<file path="src/rtl/sumador_pkg.sv">
// Shared types for the bit-serial adder: FSM state encoding and counter sizing.
package sumador_pkg;

  typedef enum logic [1:0] {
    IDLE = 2'd0,
    RUN  = 2'd1,
    DONE = 2'd2
  } estado_t;

  // Bit counter width; never narrower than one bit so WIDTH=1 still has a counter.
  function automatic int cnt_w(input int w);
    return (w > 1) ? $clog2(w) : 1;
  endfunction

endpackage

</file>
<file path="src/rtl/sumador1bit.sv">
// Combinational full adder cell built from gate primitives.
module sumador1bit (
  output logic s,
  output logic co,
  input  logic a,
  input  logic b,
  input  logic ci
);

  logic p;
  logic g;
  logic pc;

  xor u_x0 (p, a, b);
  xor u_x1 (s, p, ci);
  and u_a0 (g, a, b);
  and u_a1 (pc, p, ci);
  or  u_o0 (co, g, pc);

endmodule

</file>
<file path="src/rtl/sumador_serial.sv">
// Bit-serial adder: one full-adder cell and a carry flop process A+B+c_in LSB first.
module sumador_serial
  import sumador_pkg::*;
#(
  parameter int WIDTH = 8
) (
  input  logic             clk,
  input  logic             rst,
  input  logic             start,
  input  logic [WIDTH-1:0] A,
  input  logic [WIDTH-1:0] B,
  input  logic             c_in,
  output logic             busy,
  output logic             done,
  output logic [WIDTH-1:0] suma,
  output logic             c_out
);

  localparam int             CW   = cnt_w(WIDTH);
  localparam logic [CW-1:0]  LAST = CW'(WIDTH - 1);

  estado_t          state_q, state_d;
  logic [WIDTH-1:0] sa_q, sa_d;
  logic [WIDTH-1:0] sb_q, sb_d;
  logic [WIDTH-1:0] res_q, res_d;
  logic [WIDTH-1:0] suma_q, suma_d;
  logic             carry_q, carry_d;
  logic             c_out_q, c_out_d;
  logic [CW-1:0]    cnt_q, cnt_d;
  logic             fa_s;
  logic             fa_co;

  sumador1bit u_fa (
    .s  (fa_s),
    .co (fa_co),
    .a  (sa_q[0]),
    .b  (sb_q[0]),
    .ci (carry_q)
  );

  always_comb begin
    state_d = state_q;
    sa_d    = sa_q;
    sb_d    = sb_q;
    res_d   = res_q;
    suma_d  = suma_q;
    carry_d = carry_q;
    c_out_d = c_out_q;
    cnt_d   = cnt_q;
    case (state_q)
      IDLE: begin
        if (start) begin
          sa_d    = A;
          sb_d    = B;
          carry_d = c_in;
          cnt_d   = '0;
          res_d   = '0;
          state_d = RUN;
        end
      end
      RUN: begin
        res_d   = WIDTH'({fa_s, res_q} >> 1);
        sa_d    = sa_q >> 1;
        sb_d    = sb_q >> 1;
        carry_d = fa_co;
        cnt_d   = cnt_q + 1'b1;
        if (cnt_q == LAST) begin
          // Output registers take the final shift so suma is stable across IDLE and RUN.
          suma_d  = WIDTH'({fa_s, res_q} >> 1);
          c_out_d = fa_co;
          cnt_d   = '0;
          state_d = DONE;
        end
      end
      DONE: begin
        state_d = IDLE;
      end
      default: begin
        state_d = IDLE;
      end
    endcase
  end

  always_ff @(posedge clk) begin
    if (rst) begin
      state_q <= IDLE;
      sa_q    <= '0;
      sb_q    <= '0;
      res_q   <= '0;
      suma_q  <= '0;
      carry_q <= 1'b0;
      c_out_q <= 1'b0;
      cnt_q   <= '0;
    end else begin
      state_q <= state_d;
      sa_q    <= sa_d;
      sb_q    <= sb_d;
      res_q   <= res_d;
      suma_q  <= suma_d;
      carry_q <= carry_d;
      c_out_q <= c_out_d;
      cnt_q   <= cnt_d;
    end
  end

  assign busy  = (state_q != IDLE);
  assign done  = (state_q == DONE);
  assign suma  = suma_q;
  assign c_out = c_out_q;

endmodule

</file>
<file path="config.mk">
export PLATFORM = sky130hd
export DESIGN_NAME = sumador_serial
export DESIGN_NICKNAME = d
export VERILOG_FILES = /design/src/rtl/sumador_pkg.sv /design/src/rtl/sumador1bit.sv /design/src/rtl/sumador_serial.sv
export SDC_FILE = /design/constraint.sdc
export NUM_CORES = 1
export LEC_CHECK = 0
export ABC_AREA = 1
export BUFFER_PORTS_ARGS = -buffer_cell sky130_fd_sc_hd__buf_2
export CAP_MARGIN = 5
export CORE_MARGIN = 3
export CORE_UTILIZATION = 25
export CTS_CLUSTER_DIAMETER = 60
export DETAILED_ROUTE_END_ITERATION = 16
export PLACE_DENSITY = 0.42
export SYNTH_ARGS = -nofsm -noshare
export SYNTH_HDL_FRONTEND = slang
export SYNTH_SLANG_ARGS = --single-unit
</file>
<file path="constraint.sdc">
create_clock -name clk -period 2.6 [get_ports clk]
set_clock_uncertainty 0.05 [all_clocks]
set_input_delay 0.26 -clock clk [delete_from_list [all_inputs] [get_ports clk]]
set_output_delay 0.26 -clock clk [all_outputs]
set_load 0.01 [all_outputs]
</file>
==> flow_summary_export.csv <==
group,metric,value,unit
yosys,syn_avg_cell_area,6.73,µm²
clocking,cts_resized,0,
timing,slew_viol_final,0,
grt,track_usage,0.0997,
yosys,synth_warnings,0,
power_and_ir_drop,p_seq_frac,0.446,
yosys,synthFlopType,"dfxtp_1",
yosys,async_flop_share,0,
power_and_ir_drop,vdd_drop_max,0.000199,V
die,num_io_pins,31,
clocking,clock-root-buffer,"clkbuf_8",
cells_and_area,area_growth_syn_to_layout,19.8,%
die,initial_core_util,0.265,
yosys,ys_types,17,
cells_and_area,antenna_cells,0,
routing,drc,0,
routing,num_vias,1502,
clocking,cts_buffers,5,
worst_hold_path,hold_depth,3,
routing,ant_nets,0,
place,post-dp-hpwl,2450,µm
cells_and_area,layout.nets,308,
worst_setup_path,cp.required,2.29,ns
yosys,ys_seq_elements,38,
cells_and_area,instances_no_fill,363,
power_and_ir_drop,comb_power_share,0.120,
die,die_area,0.00792,mm²
job,max_cap_violations,0,
worst_setup_path,r2r-start,"state_q[0]",
power_and_ir_drop,p_sw_frac,0.239,
grt,antenna_found_initial,0,
die,fp-row-count,29,
power_and_ir_drop,p_int,1.06,mW
timing,post-route-period-util,0.592,
worst_setup_path,r2r_cells,6,
routing,wl,3590,µm
power_and_ir_drop,netSwitchingPower,334,µW
routing,drtIter0Drc,48,
clocking,clock_latency,0.29,ns
worst_setup_path,crit_fanout,19,
worst_setup_path,end_kind,"output pin",
timing,setup_viol,0,
yosys,synthTopCellsByArea,"dfxtp_1 (44%), nand2_1 (22%), a21oi_1 (8.7%), inv_1 (8.3%), nor2_1 (3.9%)",
place,portBuffers,30,
worst_setup_path,critical_path.reg2reg.endpoint,"sb_q[3]",
grt,grt_overflow,0,
clocking,postCtsSetupRepairBufs,0,
worst_setup_path,worst_ep_arrival_time,1.23,ns
status,status,"complete, no violations",
grt,grt_pass1_vias,1376,
routing,first_pass_iters,4,
place,gp_congestion,0.691,
die,fp.dieW,89.0,µm
yosys,synth_edf_count,0,
timing,min_period,1.54,ns
timing,worstMarginPinSlew,0.337,ns
grt,grt_max_degree,33,
routing,post_drt_wl_per_cell,9.88,µm
worst_hold_path,hold_start,"A[7]",
clocking,cts_tree,"yes",
yosys,syn_area,0.00172,mm²
worst_hold_path,holdPathEnd,"sa_q[7]",
yosys,yosysMostFrequentCell,"nand2_1",
timing,slew_headroom,0.774,
timing,fmax,650,MHz
worst_setup_path,crit_path_start_kind,"register",
timing,rsz0062_at_grt,"no",
yosys,netlist_instances,256,
die,core_area,0.00649,mm²
timing,finalSetupTns,0,ns
yosys,syn_nets,279,
yosys,synth_top_area_cell,"dfxtp_1",
timing,final-hold-violation-count,0,
power_and_ir_drop,powerDensity,676,mW/mm²
power_and_ir_drop,leakagePower,1.03,nW
clocking,cts.hold.buffers_added,0,
cells_and_area,drive_gt1_frac,0.157,
worst_setup_path,rrSetupSlack,1.19,ns
yosys,yosysSeqAreaShare,0.442,
worst_hold_path,min_path_type,"in2reg",
place,place_inst,355,
grt,grt_pass1_wl,6140,µm
clocking,path_clk_slew,0.08,ns
clocking,cts_max_level,2,
routing,viasPerCell,4.14,
worst_setup_path,crit_type,"reg2out",
clocking,cts.sinks,38,
die,die_h,89.0,µm
clocking,clockBufferDepth,2,
yosys,synth_common_cells,"nand2_1 (101), dfxtp_1 (38), inv_1 (38)",
yosys,synth_top_area_frac,0.442,
power_and_ir_drop,pwr-share-clk,0.433,
critical path: stages (launching register included):
cell     delay, ns
dfxtp_1       0.31
buf_4         0.20
nor2_1        0.23
inv_1         0.06
buf_2         0.14
area by class of cell:
type / instances / area (µm²)
clock buffers: 5 / 68.8
clock inverters: 3 / 68.8
fillers: 716 / 4430
inverters: 39 / 146
multi-input cells: 167 / 731
flip-flops and latches: 38 / 761
well taps: 77 / 96.3
repair buffers: 34 / 193
flip-flops by register name, summed over array words and instances (netlist names):
signal / flops
cnt_q: 3
sa_q: 8
sb_q: 8
suma: 8
carry_q: 1
c_out: 1
res_q: 7
state_q: 2
power groups by stage:
stage               logic, mW  registers [mW]  clock network [mW]
finish                  0.168           0.623               0.604
global route            0.201           0.626               0.646
CTS                     0.173           0.623               0.629
detailed placement      0.172           0.637                   0
global placement        0.173           0.637                   0
floorplan               0.133           0.635                   0
cell usage in the layout, fill, tap and decap left out:
| master | netlist | layout |
|---|---|---|
| a21oi_1 | 30 | 30 |
| buf_12 | 0 | 1 |
| buf_2 | 4 | 30 |
| buf_4 | 3 | 3 |
| bufinv_16 | 0 | 2 |
| clkbuf_8 | 0 | 5 |
| clkinv_1 | 1 | 1 |
| clkinv_4 | 0 | 1 |
| dfxtp_1 | 38 | 38 |
| fa_1 | 1 | 1 |
| ha_1 | 2 | 2 |
| inv_1 | 38 | 38 |
| nand2_1 | 101 | 101 |
| nand2_2 | 1 | 1 |
| nand3_1 | 12 | 12 |
| nor2_1 | 18 | 18 |
| nor2_2 | 1 | 1 |
| o21ai_4 | 1 | 1 |
worst max-delay path by stage:
stage,from,end
5_1_grt,state_q[0],busy
6_report,state_q[0],busy
3_5_place_dp,cnt_q[0],suma[4]
4_1_cts,state_q[0],busy
2_1_floorplan,cnt_q[0],suma[1]
3_3_place_gp,state_q[0],sa_q[3]
through the flow:
stage	hold slack, ns	worst slack, ns	power (mW)	cell area (µm²)	utilization
finish	0.188	1.06	1.40	2060	0.318
detailed placement	0.405	1.17	0.809	1930	0.297
CTS	0.170	1.03	1.43	2060	0.318
global route	0.193	0.915	1.47	2060	0.318
floorplan	0.357	1.36	0.768	1720	-
global placement	0.400	1.19	0.810	1930	0.297
routing by layer:
layer | part of all wire | track usage | wire length [µm]
met5 | 0 | 0 | 0
met4 | 0.018 | 0.0406 | 64
met3 | 0.047 | 0.0286 | 169
met2 | 0.45 | 0.160 | 1610
met1 | 0.48 | 0.126 | 1740
logic make-up after synthesis:
family / share of synthesized area
simple gates: 0.301
buf+inv: 0.134
fa+ha+maj: 0.0261
flops: 0.442
compound gates: 0.0966
Note: power is estimated with default switching activity, not from simulation.
